<file path="src/rtl/alu_sequencer.sv">
// Accumulator sequencer that drives an external adder: ADD/SUB go through ISSUE/CAPTURE,
// LDA/CLR complete straight into DONE. One command in flight at a time.
module alu_sequencer #(
  parameter int WIDTH = 8
) (
  input  logic             CLK,
  input  logic             RST,
  input  logic             req_valid,
  output logic             req_ready,
  input  logic [1:0]       req_op,
  input  logic [WIDTH-1:0] req_operand,
  output logic [WIDTH-1:0] add_a,
  output logic [WIDTH-1:0] add_b,
  output logic             add_sub,
  output logic             add_oe,
  input  logic [WIDTH-1:0] add_result,
  input  logic             add_cout,
  output logic [WIDTH-1:0] acc_out,
  output logic             flag_c,
  output logic             flag_z,
  output logic             flag_v,
  output logic             done
);

  // state   | meaning
  // IDLE    | ready for a command
  // ISSUE   | adder driven, result settling
  // CAPTURE | adder driven, result latched at end of cycle
  // DONE    | one-cycle completion pulse
  typedef enum logic [1:0] {
    IDLE    = 2'd0,
    ISSUE   = 2'd1,
    CAPTURE = 2'd2,
    DONE    = 2'd3
  } state_t;

  localparam logic [1:0] OP_ADD = 2'b00;
  localparam logic [1:0] OP_SUB = 2'b01;
  localparam logic [1:0] OP_LDA = 2'b10;
  localparam logic [1:0] OP_CLR = 2'b11;

  state_t           state_q, state_d;
  logic [1:0]       op_q, op_d;
  logic [WIDTH-1:0] operand_q, operand_d;
  logic [WIDTH-1:0] acc_q, acc_d;
  logic             c_q, c_d;
  logic             z_q, z_d;
  logic             v_q, v_d;
  logic             busy;
  logic             a_msb, b_msb, r_msb, v_calc;

  always_ff @(posedge CLK) begin
    if (RST) begin
      state_q   <= IDLE;
      op_q      <= OP_ADD;
      operand_q <= '0;
      acc_q     <= '0;
      c_q       <= 1'b0;
      z_q       <= 1'b0;
      v_q       <= 1'b0;
    end else begin
      state_q   <= state_d;
      op_q      <= op_d;
      operand_q <= operand_d;
      acc_q     <= acc_d;
      c_q       <= c_d;
      z_q       <= z_d;
      v_q       <= v_d;
    end
  end

  // Overflow is judged from the accumulator and operand as presented to the adder.
  always_comb begin
    a_msb  = acc_q[WIDTH-1];
    b_msb  = operand_q[WIDTH-1];
    r_msb  = add_result[WIDTH-1];
    v_calc = 1'b0;
    if (op_q == OP_SUB) begin
      v_calc = (a_msb != b_msb) && (r_msb != a_msb);
    end else begin
      v_calc = (a_msb == b_msb) && (r_msb != a_msb);
    end
  end

  always_comb begin
    state_d   = state_q;
    op_d      = op_q;
    operand_d = operand_q;
    acc_d     = acc_q;
    c_d       = c_q;
    z_d       = z_q;
    v_d       = v_q;
    case (state_q)
      IDLE: begin
        if (req_valid) begin
          op_d      = req_op;
          operand_d = req_operand;
          case (req_op)
            OP_LDA: begin
              acc_d   = req_operand;
              z_d     = (req_operand == '0);
              state_d = DONE;
            end
            OP_CLR: begin
              acc_d   = '0;
              z_d     = 1'b1;
              c_d     = 1'b0;
              v_d     = 1'b0;
              state_d = DONE;
            end
            default: state_d = ISSUE;
          endcase
        end
      end
      ISSUE: state_d = CAPTURE;
      CAPTURE: begin
        acc_d   = add_result;
        c_d     = add_cout;
        z_d     = (add_result == '0);
        v_d     = v_calc;
        state_d = DONE;
      end
      DONE: state_d = IDLE;
      default: state_d = IDLE;
    endcase
  end

  always_comb begin
    busy      = (state_q == ISSUE) || (state_q == CAPTURE);
    req_ready = (state_q == IDLE);
    done      = (state_q == DONE);
    add_oe    = busy;
    add_sub   = busy && (op_q == OP_SUB);
    add_a     = busy ? acc_q : '0;
    add_b     = busy ? operand_q : '0;
    acc_out   = acc_q;
    flag_c    = c_q;
    flag_z    = z_q;
    flag_v    = v_q;
  end

endmodule

</file>
<file path="config.mk">
export PLATFORM = sky130hd
export DESIGN_NAME = alu_sequencer
export DESIGN_NICKNAME = d
export VERILOG_FILES = /design/src/rtl/alu_sequencer.sv
export SDC_FILE = /design/constraint.sdc
export NUM_CORES = 1
export LEC_CHECK = 0
export ABC_CLOCK_PERIOD_IN_PS = 1750
export CAP_MARGIN = 10
export CORE_MARGIN = 2
export CORE_UTILIZATION = 25
export DETAILED_ROUTE_END_ITERATION = 7
export PLACE_DENSITY = 0.63
export RECOVER_POWER = 100
export SYNTH_ARGS = -nofsm -noshare
export SYNTH_HDL_FRONTEND = slang
export SYNTH_SLANG_ARGS = --single-unit
</file>
<file path="constraint.sdc">
create_clock -name CLK -period 1.75 [get_ports CLK]
set_clock_uncertainty 0.1 [all_clocks]
set_input_delay 0.35 -clock CLK [delete_from_list [all_inputs] [get_ports CLK]]
set_output_delay 0.35 -clock CLK [all_outputs]
set_load 0.02 [all_outputs]
</file>
# Yosys cells after proc, flatten, opt, wreduce, memory -nomap -nowiden
# Cells that the tools add are included.
# op_classes
n_eq_ne,12
muxes,16
reduce_logical,12
# ops
cell,count
8-bit one-hot mux with 2 select lines,2
8-bit two-way mux,3
8-bit zero test,2
"2-bit == test, second input constant",4
1-bit one-hot mux with 2 select lines,4
2-bit one-hot mux with 4 select lines,1
3-bit AND reduction,2
"2-bit by 1-bit == test with 1-bit output, second input constant",2
1-bit two-way mux,4
2-bit two-way mux,2
1-bit logical AND,3
"3-bit by 1-bit != test with 1-bit output, second input constant",1
2-bit zero test,1
1-bit != test,2
"2-bit by 1-bit != test with 1-bit output, second input constant",1
"2-bit != test, second input constant",1
2-bit AND reduction,1
2-bit nonzero test,1
2-bit OR reduction,1
1-bit == test,1
1-bit logical OR,1
# totals
reg_bits,23
out_inout_bits,31
word_cells,47

# Logic depth before layout (Yosys ltp)
# logic_depth
ltp_word,5
ltp_mapped,7
ltp_nobuf,6

# Least setup slack after synthesis
# Ideal clock, no wire load.
# synth_path
path_kind,register -> output
start,reg state_q[1]
end,out add_sub
arrival_ns,1.361
t_required_ns,1.300
setup_slack_ns,-0.061
path_stages_with_launch,5
cell_sequence,dfxtp_1 inv_1 ha_1 clkbuf_1 and2_1
# synth_between
elab_chain_len,3
elab_cells_between_ends,4
# synth_rtl
element,line,source
start: declaration,42,"state_t state_q, state_d;"
start signal: assignment,62,state_q <= state_d;
2-bit by 1-bit == test with 1-bit output or 2-bit == test (tied branches),129,busy = (state_q == ISSUE) || (state_q == CAPTURE);
1-bit logical OR (*),129,
named net add_oe,15,"output logic add_oe,"
1-bit logical AND (*),133,add_sub = busy && (op_q == OP_SUB);
end: declaration,14,"output logic add_sub,"
# The timed path passes the listed nets; every way through them passes the cells marked *.

# Worst setup path after layout
# layout_path
start,reg state_q[1]
end,out add_a[6]
# layout_between
elab_chain_len,3
elab_cells_between_ends,4
# layout_rtl
element,line,source
2-bit by 1-bit == test with 1-bit output or 2-bit == test (tied branches),129,
1-bit logical OR (*),129,
8-bit two-way mux (*),134,add_a = busy ? acc_q : '0;
end: declaration,12,"output logic [WIDTH-1:0] add_a,"
# Every way passes the cells marked *; elsewhere a longest branch is shown, timed or not.

==> impl_summary.md <==
Synthesis
The total nets after synthesis is 177. Yosys printed 0 warnings. Counting every instance in the synthesized netlist gives 151. The number of synthesized register bits is 23. The share of synthesized area occupied by flip-flops and latches is 0.383. In the post-synthesis netlist, the biggest area contributors are sky130_fd_sc_hd__dfxtp_1, sky130_fd_sc_hd__nand2_1, sky130_fd_sc_hd__and2_1. The average size of a mapped cell is 7.97 sq um. Synthesis instantiated 26 different standard cells from the library.

Of the post-synthesis cell area, the dominant cell type holds 0.383. The cell area after synthesis is 1200 sq um. The top cell type by total area after synthesis is sky130_fd_sc_hd__dfxtp_1.

Min path
The startpoint identified for the worst hold timing path is operand_q[5]. The worst hold endpoint is operand_q[5]. The worst hold path cell count is 2.

The path class of the tightest hold or removal check is reg -> reg.

Critical path
The type of origin of the critical path is a register. The worst setup path is captured at an output pin. The endpoint required time on the critical path is 1.30 ns. The worst register-to-register path ends at acc_out[7].

Counting cells, the worst reg-to-reg path comes to 8. The worst reg-to-reg setup slack is 0.02 ns. Along the worst path, the maximum fanout reaches 10. The arrival time at the worst endpoint is 1.37 ns. The worst setup path is of the reg -> out kind.

The startpoint of the worst-slack reg-to-reg timing path is state_q[0].

Die
The area of the die is 5390 sq um. In this run the count of I/O pins placed on the die edge is 53. For this configuration, the core starts out at a cell density of 0.257. The area inside the core boundary is 4690 sq um.

The initialized floorplan defines 25 standard-cell rows. The height of the chip is 73.4 um. The horizontal die dimension is 73.4 um.

Timing
The minimum clock period is 1.82 ns. The number of max-slew violations in the final report is 0. The number of hold-slack violations in the final timing report is 0. The slew at the pin with the worst max-slew slack is 0.346 ns.

Setup repair after global routing could not meet its margin everywhere. The aggregate negative setup slack is -0.520 ns. Setup violations remaining at the end of the flow were counted as 17. The post-route worst setup slack is -0.0688 ns. Headroom to the max-slew limit came out at 0.769.

Of the available clock period, the critical path in the final layout requires 1.04. The fmax is 550 MHz.

Clock network
The number of H-tree levels is 1. The TritonCTS clock tree is built. The number of clock sinks is 23. The longest clock path from root to sink contains 2 buffers. The number of clock buffers added by TritonCTS is 3. Post-CTS timing repair inserted 0 buffers for setup.

The CTS root buffer is sky130_fd_sc_hd__clkbuf_8. The clock reaches the later pin of the worst-skew pair after 0.27 ns. Clock-pin slew was measured on the worst setup and hold paths at 0.08 ns.

GRT
The largest net degree at the start of global routing is 24. The sum of overflow across all layers after global routing is 0. For this run, the total global-route usage over all layers was measured as 0.136.

The global-route wire length before repair is 5730 um. The number of global-route vias before repair is 1235. The initial antenna violation count is 0.

Route
The routed wire length is 3380 um. The first-pass detailed-route iteration total is 4. The average wire length per cell after detail routing is 12.3 um. The routed via count divided by cell count is 4.57. The count of nets left with antenna violations after detail routing is 0. The count of vias placed by the detailed router is 1262.

The violation count after the first detailed-routing iteration is 73. For this run, design rule violations remaining after detail routing come to 0.

Power
Across the VDD grid, the largest voltage drop is 672 uV. The leakage power summed over all cells is 0.000852 uW. Power comes to 3680 uW. The power density over cell area is 1770 nW/um^2.

Layout
The area growth from synthesis to layout is 73.3%. The library cell used most frequently in the layout, excluding fill and tap cells, is sky130_fd_sc_hd__nand2_1. The top cell types in the final layout, fill and taps aside, are sky130_fd_sc_hd__nand2_1, sky130_fd_sc_hd__clkdlybuf4s50_1, sky130_fd_sc_hd__dfxtp_1, sky130_fd_sc_hd__buf_6, sky130_fd_sc_hd__buf_4. The number of antenna diodes in the final layout is 0. The share of final-layout standard cells stronger than drive strength 1 is 0.324. For this run, the post-layout net count is 249.

Run status
The run finished, with violations left. The final reports fail on setup timing.

Placement
The worst slack after detailed placement is -0.292 ns. The number of buffer cells added on primary ports is 52. The final RePlAce weighted congestion is 0.755.

After legalization and detailed placement, the total HPWL measured 2580 um.

Flow run
Across the run, the number of max-cap violations was 0.
stage by stage:
step	hold slack [ns]	instances	cell area, sq um	util
floorplan	0.322	151	1220	-
global placement	0.338	271	1970	0.420
detailed placement	0.348	271	1970	0.420
CTS	0.361	276	2030	0.433
global route	0.386	276	2090	0.445
finish	0.358	276	2090	0.445
power by group:
group	total, uW	leakage [uW]	switching, uW	internal [uW]
sequential	829	0.000190	121	708
clock	338	0.0000255	179	159
combinational	2520	0.000637	1220	1300
how the worst max path moves through the flow:
stage                    start  endpoint  slack (ns)  cells past startpoint
finish              state_q[1]  add_a[6]       -0.07                      5
global placement    state_q[1]  add_b[7]       -0.27                      5
CTS                 state_q[0]  add_b[6]       -0.11                      5
detailed placement  state_q[1]  add_b[7]       -0.29                      5
floorplan           state_q[1]   add_sub        0.02                      4
global route        state_q[1]  add_a[6]       -0.10                      5
sequential cells by signal (all words and copies together), names as in the netlist:
name,flops
acc_out,8
flag_v,1
flag_z,1
state_q,2
operand_q,8
flag_c,1
op_q,2
worst max-delay path, stage by stage, from the launching register on:
cell                      delay, ns
sky130_fd_sc_hd__dfxtp_2       0.34
sky130_fd_sc_hd__inv_2         0.05
sky130_fd_sc_hd__ha_4          0.26
sky130_fd_sc_hd__buf_12        0.14
sky130_fd_sc_hd__and2_2        0.19
sky130_fd_sc_hd__buf_6         0.13
timing repair:
item,4_1_cts,5_1_grt
hold buffers,0,0
gates resized for setup,105,29
setup endpoints to repair,21,21
pin swaps,1,1
gates cloned,1,0
metal layers:
layer  wire [um]  part of all wire  GRT usage  up-vias
met5           0                 0          0        -
met1        1610              0.48      0.183      567
met3         162             0.048     0.0233        4
met2        1570              0.47      0.221       29
met4          38             0.011     0.0424        0
li1            -                 -          -      662
logic make-up after synthesis:
group	Yosys count	synth area share
buf+inv	10	0.0395
compound gates	26	0.165
simple gates	86	0.356
flops	23	0.383
fa+ha+maj	4	0.0416
xor+xnor	1	0.00728
mux	1	0.00832
synthesized netlist by cell type, drive strengths merged:
cell type  count
a211oi         1
mux2i          1
nand3b         9
a21oi         11
a21o           2
nor3b          1
nand3          2
clkbuf         5
a311oi        10
nor4           3
buf            3
nor2b          3
dfxtp         23
inv            2
ha             4
nand2b         1
o31ai          1
xnor2          1
a32oi          1
nor2          15
nand2         34
and2          18
final cells by class:
type | instances | area, sq um
Clock buffer | 3 | 41.3
Clock inverter | 1 | 5.00
Fill cell | 467 | 2610
Inverter | 2 | 7.51
Multi-Input combinational cell | 118 | 754
Sequential cell | 23 | 463
Tap cell | 54 | 67.6
Timing Repair Buffer | 75 | 747
Power figures use the tool's default switching activity.
